[config.mk]
export PLATFORM = sky130hd
export DESIGN_NAME = figure_scheduler_flat
export DESIGN_NICKNAME = d
export VERILOG_FILES = /design/src/rtl/figure_scheduler_if.sv /design/src/rtl/figure_scheduler.sv /design/src/flat_wrapper.sv
export SDC_FILE = /design/constraint.sdc
export NUM_CORES = 1
export LEC_CHECK = 0
export BUFFER_PORTS_ARGS = -buffer_cell sky130_fd_sc_hd__buf_4
export CAP_MARGIN = 40
export CORE_ASPECT_RATIO = 0.5
export CORE_UTILIZATION = 45
export CTS_CLUSTER_DIAMETER = 30
export CTS_CLUSTER_SIZE = 12
export DETAILED_ROUTE_END_ITERATION = 6
export PLACE_DENSITY = 0.6
export RECOVER_POWER = 100
export SYNTH_ARGS = -nofsm -noshare
export SYNTH_HDL_FRONTEND = slang
export SYNTH_SLANG_ARGS = --single-unit
[constraint.sdc]
create_clock -name clk_1k -period 3.02 [get_ports clk_1k]
set_clock_uncertainty 0.05 [all_clocks]
set_input_delay 0.151 -clock clk_1k [delete_from_list [all_inputs] [get_ports clk_1k]]
set_output_delay 0.151 -clock clk_1k [all_outputs]
set_load 0.02 [all_outputs]
[src/rtl/figure_scheduler_if.sv]
// Command/status bundle between the motion-command decoder and the figure scheduler.
// The scheduler takes the slave view; whatever sources commands takes the master view.
interface figure_scheduler_if;
  logic       cmd_valid;
  logic [2:0] cmd;
  logic       estop;
  logic [2:0] figure;
  logic       cmd_ack;
  logic       cmd_err;
  logic       busy;

  modport master (
    output cmd_valid, cmd, estop,
    input  figure, cmd_ack, cmd_err, busy
  );

  modport slave (
    input  cmd_valid, cmd, estop,
    output figure, cmd_ack, cmd_err, busy
  );
endinterface

[src/rtl/figure_scheduler.sv]
// Chooses the 8x8 figure shown by the dot-matrix driver from decoded motion commands,
// with turn blinking, link-loss timeout, emergency stop and frame-aligned figure updates.
module figure_scheduler #(
  parameter int TIMEOUT_MS = 2000,
  parameter int STOP_MS    = 1000,
  parameter int BLINK_MS   = 250,
  parameter int CNT_W      = 16
) (
  input logic               clk_1k,
  input logic               rst_n,
  figure_scheduler_if.slave bus
);

  typedef enum logic [2:0] {
    S_IDLE,
    S_SHOW,
    S_BLINK,
    S_STOP_HOLD,
    S_ESTOP
  } state_t;

  localparam logic [CNT_W-1:0] TIMEOUT_LAST = CNT_W'(TIMEOUT_MS - 1);
  localparam logic [CNT_W-1:0] STOP_LAST    = CNT_W'(STOP_MS - 1);
  localparam logic [CNT_W-1:0] BLINK_LAST   = CNT_W'(BLINK_MS - 1);
  localparam logic [2:0]       FIG_BLANK    = 3'd7;
  localparam logic [2:0]       FIG_STOP     = 3'd3;
  localparam logic [2:0]       CMD_MAX      = 3'd4;

  state_t           state_q, state_d;
  logic [2:0]       scan_phase_q, scan_phase_d;
  logic [CNT_W-1:0] idle_cnt_q, idle_cnt_d;
  logic [CNT_W-1:0] stop_cnt_q, stop_cnt_d;
  logic [CNT_W-1:0] blink_cnt_q, blink_cnt_d;
  logic             blink_on_q, blink_on_d;
  logic [2:0]       last_cmd_q, last_cmd_d;
  logic [2:0]       figure_q, figure_d;
  logic             cmd_ack_q, cmd_ack_d;
  logic             cmd_err_q, cmd_err_d;
  logic [2:0]       target_fig;
  logic             cmd_legal;
  logic             accept;

  always_comb begin
    state_d      = state_q;
    scan_phase_d = scan_phase_q + 3'd1;
    idle_cnt_d   = idle_cnt_q;
    stop_cnt_d   = stop_cnt_q;
    blink_cnt_d  = blink_cnt_q;
    blink_on_d   = blink_on_q;
    last_cmd_d   = last_cmd_q;
    figure_d     = figure_q;
    target_fig   = FIG_BLANK;

    // estop masks the command strobe entirely: no ack, no err, no accept.
    cmd_legal = (bus.cmd <= CMD_MAX);
    accept    = bus.cmd_valid & ~bus.estop & cmd_legal;
    cmd_ack_d = accept;
    cmd_err_d = bus.cmd_valid & ~bus.estop & ~cmd_legal;

    unique case (state_q)
      S_SHOW:      target_fig = last_cmd_q;
      S_BLINK:     target_fig = blink_on_q ? last_cmd_q : FIG_BLANK;
      S_STOP_HOLD: target_fig = FIG_STOP;
      S_ESTOP:     target_fig = FIG_STOP;
      default:     target_fig = FIG_BLANK;
    endcase

    // Only swap figures on the last scan column so the driver never shows a torn frame.
    if (scan_phase_q == 3'd7)
      figure_d = target_fig;

    if (state_q == S_BLINK) begin
      if (blink_cnt_q == BLINK_LAST) begin
        blink_cnt_d = '0;
        blink_on_d  = ~blink_on_q;
      end else begin
        blink_cnt_d = blink_cnt_q + 1'b1;
      end
    end

    unique case (state_q)
      S_SHOW, S_BLINK: begin
        if (idle_cnt_q == TIMEOUT_LAST) begin
          state_d    = S_STOP_HOLD;
          stop_cnt_d = '0;
        end else begin
          idle_cnt_d = idle_cnt_q + 1'b1;
        end
      end
      S_STOP_HOLD: begin
        if (stop_cnt_q == STOP_LAST)
          state_d = S_IDLE;
        else
          stop_cnt_d = stop_cnt_q + 1'b1;
      end
      S_ESTOP: begin
        if (!bus.estop) begin
          state_d    = S_STOP_HOLD;
          stop_cnt_d = '0;
        end
      end
      default: ;
    endcase

    // An accepted command outranks a same-cycle timeout or stop-hold expiry.
    if (accept) begin
      last_cmd_d = bus.cmd;
      idle_cnt_d = '0;
      state_d    = (bus.cmd <= 3'd1) ? S_BLINK : S_SHOW;
      if (bus.cmd != last_cmd_q) begin
        blink_cnt_d = '0;
        blink_on_d  = 1'b1;
      end
    end

    if (bus.estop)
      state_d = S_ESTOP;
  end

  always_ff @(posedge clk_1k or negedge rst_n) begin
    if (!rst_n) begin
      state_q      <= S_IDLE;
      scan_phase_q <= '0;
      idle_cnt_q   <= '0;
      stop_cnt_q   <= '0;
      blink_cnt_q  <= '0;
      blink_on_q   <= 1'b1;
      last_cmd_q   <= FIG_BLANK;
      figure_q     <= FIG_BLANK;
      cmd_ack_q    <= 1'b0;
      cmd_err_q    <= 1'b0;
    end else begin
      state_q      <= state_d;
      scan_phase_q <= scan_phase_d;
      idle_cnt_q   <= idle_cnt_d;
      stop_cnt_q   <= stop_cnt_d;
      blink_cnt_q  <= blink_cnt_d;
      blink_on_q   <= blink_on_d;
      last_cmd_q   <= last_cmd_d;
      figure_q     <= figure_d;
      cmd_ack_q    <= cmd_ack_d;
      cmd_err_q    <= cmd_err_d;
    end
  end

  assign bus.figure  = figure_q;
  assign bus.cmd_ack = cmd_ack_q;
  assign bus.cmd_err = cmd_err_q;
  assign bus.busy    = (state_q != S_IDLE);

endmodule

[src/flat_wrapper.sv]
// flat-port wrapper written by rule: the top's interface ports become plain ports
module figure_scheduler_flat 
#(
  parameter int TIMEOUT_MS = 2000,
  parameter int STOP_MS    = 1000,
  parameter int BLINK_MS   = 250,
  parameter int CNT_W      = 16
)
  (clk_1k, rst_n, bus_cmd_valid, bus_cmd, bus_estop, bus_figure, bus_cmd_ack, bus_cmd_err, bus_busy);
  figure_scheduler_if bus_i ();
  input logic clk_1k;
  input logic rst_n;
  input wire logic [$bits(bus_i.cmd_valid)-1:0] bus_cmd_valid;
  input wire logic [$bits(bus_i.cmd)-1:0] bus_cmd;
  input wire logic [$bits(bus_i.estop)-1:0] bus_estop;
  output wire logic [$bits(bus_i.figure)-1:0] bus_figure;
  output wire logic [$bits(bus_i.cmd_ack)-1:0] bus_cmd_ack;
  output wire logic [$bits(bus_i.cmd_err)-1:0] bus_cmd_err;
  output wire logic [$bits(bus_i.busy)-1:0] bus_busy;
  assign bus_i.cmd_valid = bus_cmd_valid;
  assign bus_i.cmd = bus_cmd;
  assign bus_i.estop = bus_estop;
  assign bus_figure = bus_i.figure;
  assign bus_cmd_ack = bus_i.cmd_ack;
  assign bus_cmd_err = bus_i.cmd_err;
  assign bus_busy = bus_i.busy;
  figure_scheduler #(.TIMEOUT_MS(TIMEOUT_MS), .STOP_MS(STOP_MS), .BLINK_MS(BLINK_MS), .CNT_W(CNT_W)) u_core (.clk_1k(clk_1k), .rst_n(rst_n), .bus(bus_i));
endmodule
# --- Word-level counts from Yosys, hierarchy flattened ---
# Index checks and enable logic that the tools add are counted.
word_totals:
  reg_bits: 63
classes:
  n_addsub: 4
  order_cmp: 2
  eq_ne: 15
  n_mux: 23
  bitwise: 6
  n_reduce_logical: 9
ops:
  columns: ["op", "n"]
  rows:
  - ["16-bit two-way mux", 10]
  - ["16-bit by 1-bit adder with 16-bit output (second input constant)", 3]
  - ["16-bit case mux with 3 select lines", 1]
  - ["3-bit case mux with 3 select lines", 2]
  - ["16-bit by 10-bit == test with 1-bit output (second input constant)", 1]
  - ["16-bit by 11-bit == test with 1-bit output (second input constant)", 1]
  - ["16-bit by 8-bit == test with 1-bit output (second input constant)", 1]
  - ["3-bit two-way mux", 5]
  - ["4-bit by 2-bit != test with 1-bit output (second input constant)", 2]
  - ["3-bit by 2-bit == test with 1-bit output (second input constant)", 2]
  - ["3-bit == test (second input constant)", 2]
  - ["3-bit nonzero test", 2]
  - ["5-bit nonzero test", 1]
  - ["1-bit two-way mux", 4]
  - ["2-bit by 1-bit != test with 1-bit output (second input constant)", 2]
  - ["2-bit != test (second input constant)", 2]
  - ["4-bit AND reduction", 1]
  - ["2-bit OR reduction", 2]
  - ["3-bit by 1-bit adder with 3-bit output (second input constant)", 1]
  - ["1-bit AND", 3]
  - ["3-bit by 1-bit == test with 1-bit output (second input constant)", 1]
  - ["3-bit by 1-bit less-or-equal comparator with 1-bit output (second input constant)", 1]
  - ["3-bit less-or-equal comparator (second input constant)", 1]
  - ["3-bit != test", 1]
  - ["5 further kinds", 7]

# --- Depth between registers and ports, before layout ---
# Gate-level depths: netlist (run 1).
depth:
  ltp_word: 5
  depth_mapped: 8
  mapped_depth_nobuf: 7

# --- Worst setup path after synthesis (run 1) ---
# Ideal clock, no wire load.
synth_timing:
  path_type: "register to register"
  from: "register u_core.idle_cnt_q[13]"
  to: "register u_core.stop_cnt_q[7]"
  t_arrival_ns: 2.065
  setup_slack_ns: 0.786
  stages_incl_launch_ff: 7
  synth_period_minus_slack_ns: 2.234
  path_cell_list: "dfrtp_1 > or4_4 > or4_4 > nor3_2 > a211o_2 > buf_4 > nor2_1"
synth_between:
  elab_chain_cells: 3
synth_lines:
  columns: ["item", "line_no", "source"]
  rows:
  - ["from (decl)", "figure_scheduler.sv:31", "logic [CNT_W-1:0] idle_cnt_q, idle_cnt_d;"]
  - ["from (signal assigned)", "figure_scheduler.sv:135", "idle_cnt_q <= idle_cnt_d;"]
  - ["16-bit by 11-bit == test with 1-bit output", "figure_scheduler.sv:83", "if (idle_cnt_q == TIMEOUT_LAST) begin"]
  - ["2-bit by 1-bit != test with 1-bit output (no line)", null, null]
  - ["4-bit AND reduction (no line)", null, null]
  - ["to (signal assigned)", "figure_scheduler.sv:136", "stop_cnt_q <= stop_cnt_d;"]
  - ["to (decl)", "figure_scheduler.sv:32", "logic [CNT_W-1:0] stop_cnt_q, stop_cnt_d;"]
# No other way between the ends.
# A chain may end at the register's enable or synchronous reset.

# --- Worst setup path in the final report (run 1) ---
layout_timing:
  from: "register u_core.idle_cnt_q[13]"
  to: "register u_core.stop_cnt_q[1]"
# The elaborated chain is that of the path after synthesis.

==> results.py, run 1 <==
metrics = {
    "global_route": {
        "grt_overflow": 0,
        "track_usage": 0.200,
        "grt_pass1_wl_microns": 11800,
        "antenna_found_initial": 0,
        "grt_pass1_vias": 2526,
        "grt_max_degree": 64,
    },
    "critical_path": {
        "critPathMaxFanout": 16,
        "critPathArrivalTime_ns": 2.68,
        "critPathKind": "register to register",
        "worstPathRequired_ns": 3.17,
        "cp-end-kind": "register",
        "cp-start-kind": "register",
    },
    "synthesis": {
        "synth-seq-cells": 63,
        "synth_nets": 349,
        "syn_inst": 336,
        "synth_top_area_frac": 0.424,
        "synth_edf_count": 0,
        "synth_area_sq_mm": 0.00331,
        "yosysWarnings": 0,
        "synthTopCellsByArea": "dfrtp_1 (42%), xor2_1 (7.2%), nor2_1 (5.8%)",
        "ys_seq_area_frac": 0.479,
        "yosysTopAreaCell": "dfrtp_1",
        "ys_types": 56,
        "async_flop_share": 1.00,
        "yosys_most_used_dff": "dfrtp_1",
        "avgSynthCellArea_sq_um": 9.84,
    },
    "place": {
        "port_buffers": 12,
        "place_ws_ns": 0.603,
        "dp_cells": 433,
        "hpwl_microns": 4460,
        "gp_congestion": 0.790,
        "post_dp_cell_area_sq_mm": 0.00349,
    },
    "finish": {
        "antenna_cells": 0,
        "fin_cells": 452,
        "area_growth_pct": 12.7,
        "final_nets": 368,
        "drive_gt1_frac": 0.117,
        "postLayoutCellArea_sq_mm": 0.00373,
    },
    "die": {
        "start_util": 0.480,
        "core_sq_mm": 0.00688,
        "die_area_sq_mm": 0.00772,
        "die_w_microns": 123,
        "io_pins": 13,
        "die_h_microns": 62.6,
        "std_cell_rows": 21,
    },
    "clocking": {
        "cts_buffers": 9,
        "htreeDepth": 3,
        "cts_buffer_depth": 2,
        "ctsResizeCount": 0,
        "clkLatencyLatePin_ns": 0.33,
        "clkTransAtPathRegs_ns": 0.05,
        "cts_tree": "yes",
        "clock-sinks": 63,
        "root_buffer": "clkbuf_16",
    },
    "min_path": {
        "hold_path.class": "input port to register",
    },
    "pwr": {
        "power_density_mw_per_mm2": 583,
        "ir_drop_v": 0.000284,
        "p_leak_nw": 1.67,
    },
    "routing": {
        "wl_per_cell_microns": 14.6,
        "ant_nets": 0,
        "first_iter_violations": 110,
        "via_per_inst": 5.50,
        "first_pass_iters": 4,
        "drc_errors": 0,
        "via_count": 2484,
        "routed_wl_microns": 6600,
    },
    "flow_run": {
        "drv_cap": 1,
    },
    "timing": {
        "tns_ns": 0,
        "tightest_slew_ns": 1.57,
        "hold_violations": 0,
        "setup_ws_ns": 0.490,
        "rsz0062_at_grt": "false",
        "timing.fmax_ghz": 0.395,
        "finalSetupViolations": 0,
        "max_slew_margin": -0.0493,
        "fin_crit_ns": 2.53,
        "min_period_over_period": 0.838,
        "drv_slew": 64,
        "whs_ns": 0.0422,
    },
    "run_status": {
        "outcome": "finished, violations left",
        "violations": "capacitance limit, slew limit",
    },
}
metal layers:
metal | global-route usage | vias up | part of all wire
met5 | 0 | - | 0
met4 | 0.0678 | 0 | 0.0051
met3 | 0.0739 | 4 | 0.046
met2 | 0.309 | 40 | 0.46
met1 | 0.258 | 1224 | 0.48
li1 | - | 1216 | -
synthesized netlist by cell type, types with 2 or more instances:
cell type and number:
ha_1 6, nor3_1 5, a211o_1 2, dfstp_2 7, inv_1 11, xnor2_1 15
mux2i_1 3, nor2b_1 2, nand2b_1 4, nand3_1 23, clkbuf_1 8, nor4_1 4
dfrtp_1 56, nor4b_1 3, o22a_1 3, nor2_1 51, o21ai_0 5, and2_1 4
a31o_2 3, a21oi_1 4, or4_4 2, o31ai_1 3, nand4b_1 3, xor2_1 27
nand2_1 29, and4_1 2, o2111ai_1 2, nand4_1 14, mux2_2 2, and3_1 7
logic make-up after synthesis:
family | count (synthesis) | share of synthesized area
AO/OA/AOI/OAI | 33 | 0.0761
multiplexers | 5 | 0.0159
flip-flops | 63 | 0.479
XOR/XNOR | 42 | 0.111
buffers and inverters | 22 | 0.0284
adder cells (fa/ha/maj) | 6 | 0.0227
AND/OR/NAND/NOR | 165 | 0.266
where the power goes:
| part | internal [mW] | switching [mW] | total [mW] | leakage [nW] |
|---|---|---|---|---|
| Combinational | 0.113 | 0.158 | 0.271 | 0.699 |
| Clock | 0.547 | 0.348 | 0.895 | 0.133 |
| Sequential | 0.924 | 0.0824 | 1.01 | 0.837 |
path summary, 6_finish.rpt:
| check | startpoint | to | slack [ns] | cells after the start |
|---|---|---|---|---|
| hold reg to reg | u_core.scan_phase_q[0]$_DFF_PN0_ | u_core.scan_phase_q[0]$_DFF_PN0_ | 0.38 | 1 |
| hold / removal | bus_estop | u_core.state_q[2]$_DFFE_PN0P_ | 0.04 | 3 |
| max in group asynchronous | rst_n | u_core.bus.cmd_ack$_DFF_PN0_ | 1.28 | 2 |
| setup reg to reg | u_core.idle_cnt_q[13]$_DFFE_PN0P_ | u_core.stop_cnt_q[1]$_DFFE_PN0P_ | 0.49 | 4 |
| setup / recovery | u_core.idle_cnt_q[13]$_DFFE_PN0P_ | u_core.stop_cnt_q[1]$_DFFE_PN0P_ | 0.49 | 4 |
| min in group asynchronous | rst_n | u_core.scan_phase_q[0]$_DFF_PN0_ | 0.71 | 2 |
layout by cell type, fill, tap and decap left out, types with 2 or more instances in the layout:
master / instances
a31o_2: 3
nor2b_1: 2
a211o_1: 2
a21oi_1: 4
o2111ai_1: 2
mux2i_1: 3
and3_1: 7
clkbuf_1: 10
nor3_1: 5
or4_1: 3
nor4b_1: 3
buf_4: 7
o22a_1: 3
dfstp_2: 6
nor2_1: 51
o31ai_1: 3
clkbuf_16: 9
nor4_1: 4
nand2b_1: 4
and2_1: 4
dfrtp_1: 56
nand4_1: 14
mux2_2: 2
nand2_1: 29
inv_1: 11
nand3_1: 23
o21ai_0: 5
dlygate4sd3_1: 3
clkinv_2: 5
xor2_1: 27
xnor2_1: 15
nor4_2: 2
and4_1: 3
ha_1: 6
nand4b_1: 3
worst max-delay path: stages, from the launching register on:
cell     delay, ns
dfrtp_1       0.42
or4_1         0.58
nor4_2        0.76
a211o_2       0.44
o21ai_0       0.15
through the flow:
stage	total power [mW]	utilization
2_1_floorplan	1.20	-
3_3_place_gp	1.28	0.507
3_5_place_dp	1.30	0.507
4_1_cts	2.22	0.549
5_1_grt	2.30	0.541
6_report	2.17	0.541
flip-flops by register name, indices dropped and copies added (netlist names):
register and cells:
u_core.bus.cmd_ack 1, u_core.blink_cnt_q 16, u_core.last_cmd_q 3, u_core.stop_cnt_q 16
u_core.blink_on_q 1, u_core.scan_phase_q 3, u_core.idle_cnt_q 16, u_core.state_q 3
u_core.bus.figure 3, u_core.bus.cmd_err 1
final cells by class:
cell class / count / area (sq um)
Fill cell: 640 / 3160
Multi-Input combinational cell: 251 / 1610
Sequential cell: 63 / 1590
Clock buffer: 11 / 233
Timing Repair Buffer: 19 / 118
Tap cell: 92 / 115
Inverter: 11 / 41.3
Clock inverter: 5 / 25.0
repair_timing:
action / CTS / global route
buffers inserted: 0 / 0
endpoints found under the setup margin: 0 / 0
endpoints found under the hold margin: 58 / 0
hold buffers: 3 / 0
No activity file was read; power rests on OpenSTA's default activity.
==> inputs of run 2 (changes only) <==
- ABC_AREA: unset -> 1
- clock period: 3.02 -> 2.6 ns (I/O delays scaled with it)
==> run 2 against run 1 <==
The flow still finishes with violations (capacitance limit, slew limit). Area after synthesis is 14% higher. Sequential share of layout area is 6.0 points lower. First-iteration DRC count is 24% higher. Setup slack better by 0.038 ns. Clock power is 52% higher.
==> results.py, run 2 <==
metrics = {
    "run_status": {
        "outcome": "finished, violations left",
        "violations": "capacitance limit, slew limit",
    },
    "routing": {
        "routed_wl_microns": 8380,
        "drc_errors": 0,
        "wl_per_cell_microns": 12.5,
        "first_iter_violations": 136,
        "first_pass_iters": 4,
        "via_count": 3311,
        "via_per_inst": 4.96,
        "ant_nets": 0,
    },
    "synthesis": {
        "ys_types": 35,
        "synth_edf_count": 0,
        "ys_seq_area_frac": 0.421,
        "ys_top_cells_by_count": "nand2_1 (142), nor2_1 (69), inv_1 (58)",
        "yosys_most_used_dff": "dfrtp_1",
        "yosysTopAreaCell": "dfrtp_1",
        "synthMostInstantiatedCell": "nand2_1",
        "syn_inst": 525,
        "yosysWarnings": 0,
        "async_flop_share": 1.00,
        "avgSynthCellArea_sq_um": 7.17,
        "synthTopCellsByArea": "dfrtp_1 (37%), nand2_1 (14%), nor2_1 (6.9%)",
        "synth-seq-cells": 63,
        "synth_nets": 538,
        "synth_area_sq_mm": 0.00377,
        "synth_top_area_frac": 0.372,
    },
    "finish": {
        "drive_gt1_frac": 0.0917,
        "multi_input_area_sq_mm": 0.00191,
        "ff_latch_area_sq_mm": 0.00159,
        "area_growth_pct": 15.2,
        "mostFrequentLayoutCell": "nand2_1",
        "final_nets": 564,
        "antenna_cells": 0,
        "mostFrequentLayoutCells": "nand2_1 (144), nor2_1 (69), inv_1 (59)",
        "fillers": 800,
        "reg_top3": "u_core.blink_cnt_q x16, u_core.idle_cnt_q x16, u_core.stop_cnt_q x16",
    },
    "die": {
        "die_w_microns": 131,
        "core_sq_mm": 0.00806,
        "die_h_microns": 66.7,
        "start_util": 0.467,
        "die_area_sq_mm": 0.00876,
        "std_cell_rows": 23,
        "io_pins": 13,
    },
    "pwr": {
        "p_switching_mw": 0.929,
        "p_leak_nw": 1.96,
        "p_seq_frac": 0.377,
        "comb_power_share": 0.190,
        "sw_frac_of_total": 0.295,
        "power_density_mw_per_mm2": 724,
        "ir_drop_v": 0.000310,
        "p_int_mw": 2.21,
        "p_clk_frac": 0.433,
    },
    "global_route": {
        "grt_max_degree": 64,
        "grt_pass1_wl_microns": 15000,
        "antenna_found_initial": 0,
        "track_usage": 0.218,
        "use_met3": 0.0563,
        "grt_util_met1": 0.285,
        "grt_pass1_vias": 3179,
        "top_usage_layer": "met2",
        "grt_overflow": 0,
        "met2_usage": 0.368,
    },
    "timing": {
        "tns_ns": 0,
        "hold_violations": 0,
        "max_slew_margin": -0.0381,
        "fin_crit_ns": 2.07,
        "drv_slew": 64,
        "tightest_slew_ns": 1.56,
        "min_period_over_period": 0.797,
        "finalSetupViolations": 0,
        "timing.fmax_ghz": 0.483,
        "rsz0062_at_grt": "false",
        "setup_ws_ns": 0.528,
    },
    "place": {
        "port_buffers": 12,
        "place_ws_ns": 0.673,
        "hpwl_microns": 6050,
        "gp_congestion": 0.838,
    },
    "critical_path": {
        "crit_top_cell": "nand2_1",
        "critPathSlowestCell": "dlygate4sd3_1",
        "path_buf_inv": 4,
        "crit_family": "buffers and inverters",
        "cp-start-kind": "input port",
        "critPathMaxStageDelay_ns": 0.53,
        "critPathArrivalTime_ns": 2.24,
        "critPathKind": "input port to register",
        "cp-end-kind": "register",
        "worstPathRequired_ns": 2.77,
        "crit_chain": "dlygate4sd3_1 > clkbuf_1 > o21ai_0 > nand2_1 > inv_1 > nand2_1 > nand2_2 > inv_2 > and3_1",
        "critPathMaxFanout": 10,
    },
    "clocking": {
        "cts_buffers": 9,
        "cts_tree": "yes",
        "root_buffer": "clkbuf_16",
        "postCtsSetupBuffers": 0,
        "clkTransAtPathRegs_ns": 0.05,
        "clkLatencyLatePin_ns": 0.32,
        "clock-sinks": 63,
        "htreeDepth": 3,
        "cts_buffer_depth": 2,
    },
    "min_path": {
        "hold_path.class": "input port to register",
    },
    "flow_run": {
        "drv_cap": 1,
    },
}
-- run 2: routing by layer --
metal | routed length [microns] | vias to the layer above | part of all wire
met1 | 4360 | 1504 | 0.52
li1 | - | 1772 | -
met5 | 0 | - | 0
met3 | 259 | 6 | 0.031
met4 | 36 | 0 | 0.0043
met2 | 3730 | 29 | 0.44
-- run 2: cell families (layout without fill, tap and decap cells) --
| group | after synthesis | after routing | synth area share |
|---|---|---|---|
| and+or+nand+nor | 326 | 326 | 0.387 |
| buffers and inverters | 67 | 98 | 0.0688 |
| DFF | 63 | 63 | 0.421 |
| AOI/OAI and AO/OA | 50 | 50 | 0.0728 |
| xor gates and xnor gates | 13 | 13 | 0.0302 |
| adders and majority gates | 6 | 6 | 0.0199 |
-- run 2: power by group through the flow --
stage	Clock [mW]	Sequential, mW	Combinational (mW)
floorplan	0	1.21	0.428
global placement	0	1.20	0.625
detailed placement	0	1.20	0.632
CTS	1.40	1.19	0.637
global route	1.45	1.20	0.686
finish	1.36	1.18	0.598
-- run 2: through the flow --
step	cells	utilization	hold WS (ns)	instance area [sq um]	power [mW]
after CTS	668	0.544	0.125	4390	3.23
final	668	0.539	0.134	4340	3.14
after floorplan	525	-	-0.216	3770	1.63
after global placement	647	0.495	0.232	3990	1.83
after global routing	668	0.539	0.159	4340	3.33
after detailed placement	647	0.495	0.230	3990	1.83
-- run 2: worst paths after layout --
| path | to | slack, ns | depth (start not counted) | start |
|---|---|---|---|---|
| worst max-delay path | u_core.blink_cnt_q[7]$_DFF_PN0_ | 0.53 | 9 | bus_cmd[1] |
| worst min-delay path | u_core.last_cmd_q[2]$_DFFE_PN1P_ | 0.13 | 4 | bus_cmd[2] |
| worst max register to register | u_core.idle_cnt_q[15]$_DFFE_PN0P_ | 0.53 | 8 | u_core.idle_cnt_q[0]$_DFFE_PN0P_ |
| worst min register to register | u_core.scan_phase_q[0]$_DFF_PN0_ | 0.38 | 1 | u_core.scan_phase_q[0]$_DFF_PN0_ |
| max in group asynchronous | u_core.stop_cnt_q[13]$_DFFE_PN0P_ | 0.88 | 2 | rst_n |
| min in group asynchronous | u_core.scan_phase_q[0]$_DFF_PN0_ | 0.68 | 2 | rst_n |
-- run 2: repair_timing --
item                                   4_1_cts  5_1_grt
hold buffers                                 5        0
setup endpoints to repair                    0        0
endpoints found under the hold margin       59        0
gates resized for setup                      0        0
-- run 2: tightest hold or removal path: stages --
cell	delay (ns)
buf_4	0.12
inv_1	0.05
nand2_1	0.07
a21boi_0	0.13
-- run 2: area by class of cell --
type                    count  share of cell area
clock inverters             2              0.0138
inverters                  62              0.0536
multi-input cells         395               0.440
well taps                 112              0.0323
flip-flops and latches     63               0.365
clock buffers              14              0.0654
repair buffers             20              0.0300
==> inputs of run 3 (changes only) <==
- PLACE_DENSITY: 0.6 -> 0.62
- clock period: 2.6 -> 1.9 ns (I/O delays scaled with it)
==> run 3 against run 2 <==
The flow now finishes without violations. Die area did not move. Final cell count is 1.6% higher. Clock power up 23%. Hold slack worse by 0.044 ns. Register-to-register slack got worse by 0.34 ns. Wire length increased by 2.9%. Sequential power rose by 39%. Critical path depth unchanged. Critical endpoint unchanged. Highest routed layer unchanged.
==> results.py, run 3 (synthesis results as in run 2) <==
metrics = {
    "die": {
        "start_util": 0.467,
        "die_area_sq_mm": 0.00876,
        "core_sq_mm": 0.00806,
        "die_w_microns": 131,
        "std_cell_rows": 23,
        "die_h_microns": 66.7,
        "io_pins": 13,
    },
    "finish": {
        "reg_top3": "u_core.blink_cnt_q x16, u_core.idle_cnt_q x16, u_core.stop_cnt_q x16",
        "final_util": 0.553,
        "fin_cells": 679,
        "final_nets": 575,
        "antenna_cells": 0,
        "mostFrequentLayoutCell": "nand2_1",
        "mostFrequentLayoutCells": "nand2_1 (142), nor2_1 (67), inv_1 (60)",
        "drive_gt1_frac": 0.125,
        "postLayoutCellArea_sq_mm": 0.00446,
        "area_growth_pct": 18.4,
    },
    "min_path": {
        "min_path_cells": 4,
        "min_from": "bus_cmd[2]",
        "holdPathEnd": "u_core.last_cmd_q[2]$_DFFE_PN1P_",
        "hold_path.class": "input port to register",
    },
    "timing": {
        "hold_violations": 0,
        "fin_crit_ns": 1.74,
        "tns_ns": 0,
        "whs_ns": 0.0898,
        "finalSetupViolations": 0,
        "drv_slew": 0,
        "tightest_slew_ns": 0.861,
        "min_period_over_period": 0.915,
        "setup_ws_ns": 0.162,
        "timing.fmax_ghz": 0.575,
        "max_slew_margin": 0.426,
        "rsz0062_at_grt": "false",
    },
    "clocking": {
        "cts_buffer_depth": 2,
        "cts_buffers": 9,
        "clkTransAtPathRegs_ns": 0.06,
        "root_buffer": "clkbuf_16",
        "htreeDepth": 3,
        "cts_tree": "yes",
        "clock-sinks": 63,
        "clkLatencyLatePin_ns": 0.33,
    },
    "pwr": {
        "power_density_mw_per_mm2": 962,
        "p_leak_nw": 2.01,
        "power.total_mw": 4.29,
        "ir_drop_v": 0.000510,
    },
    "critical_path": {
        "r2r_end": "u_core.stop_cnt_q[13]$_DFFE_PN0P_",
        "cp-end-kind": "register",
        "crit_path_start": "bus_cmd[1]",
        "r2r_start": "u_core.state_q[1]$_DFFE_PN0P_",
        "reg2reg_depth": 8,
        "rrSetupSlack_ns": 0.19,
        "cp-start-kind": "input port",
        "critPathKind": "input port to register",
        "critPathArrivalTime_ns": 1.91,
        "critPathMaxFanout": 6,
        "worstPathRequired_ns": 2.08,
    },
    "routing": {
        "drc_errors": 0,
        "first_iter_violations": 183,
        "via_count": 3403,
        "routed_wl_microns": 8620,
        "wl_per_cell_microns": 12.7,
        "first_pass_iters": 4,
        "ant_nets": 0,
        "via_per_inst": 5.01,
    },
    "place": {
        "dp_cells": 656,
        "port_buffers": 12,
        "gp_congestion": 0.889,
        "place_ws_ns": 0.0406,
        "hpwl_microns": 6140,
        "post_dp_cell_area_sq_mm": 0.00407,
    },
    "global_route": {
        "track_usage": 0.219,
        "grt_pass1_vias": 3173,
        "grt_max_degree": 64,
        "grt_overflow": 0,
        "antenna_found_initial": 0,
        "grt_pass1_wl_microns": 14900,
    },
    "flow_run": {
        "drv_cap": 0,
    },
    "run_status": {
        "outcome": "complete, no violations",
    },
}
[run 3: cell count changes in the layout (fill, tap and decap cells not counted), sizes merged]
cell / delta
clkbuf: -4
bufinv: -1
buf: +11
nand3: +1
clkinvlp: +1
clkinv: +3
[run 3: cell type report]
type,count,area (sq um)
fill,809,3600
clock inverter,5,56.3
multi-input combinational,396,1980
tap,112,140
timing repair buffer,30,215
clock buffer,11,253
inverter,62,233
sequential,63,1590
[run 3: critical path: stages]
cell and delay (ns):
dlygate4sd3_1 0.53, buf_4 0.16, o21ai_0 0.29, nand2_1 0.14, inv_1 0.19, nand2_1 0.11, nand2_2 0.11, inv_1 0.11
and3_1 0.17
[run 3: worst max path at each step]
stage | endpoint | slack, ns | cells past startpoint
after floorplan | u_core.stop_cnt_q[5]$_DFFE_PN0P_ | 0.27 | 9
after global placement | u_core.stop_cnt_q[6]$_DFFE_PN0P_ | 0.07 | 8
after detailed placement | u_core.stop_cnt_q[0]$_DFFE_PN0P_ | 0.04 | 8
after CTS | u_core.stop_cnt_q[6]$_DFFE_PN0P_ | 0.01 | 8
after global routing | u_core.stop_cnt_q[13]$_DFFE_PN0P_ | 0.006 | 8
final | u_core.blink_cnt_q[7]$_DFF_PN0_ | 0.16 | 9
[run 3: timing repair]
action | CTS | global route
hold buffers | 5 | 0
resized for setup | 0 | 10
setup buffers | 0 | 1
endpoints found under the setup margin | 0 | 22
hold endpoints to repair | 67 | 0
[run 3: routing by layer]
| layer | up-vias | share of wire | GRT usage |
|---|---|---|---|
| met4 | 0 | 0.010 | 0.0610 |
| met3 | 10 | 0.035 | 0.0616 |
| li1 | 1790 | - | - |
| met5 | - | 0 | 0 |
| met1 | 1569 | 0.51 | 0.283 |
| met2 | 34 | 0.45 | 0.362 |
[run 3: power by group]
group	internal [mW]	leakage (nW)	switching [mW]
logic	0.330	1.02	0.643
registers	1.50	0.839	0.147
clock network	1.08	0.152	0.589
total	2.91	2.01	1.38
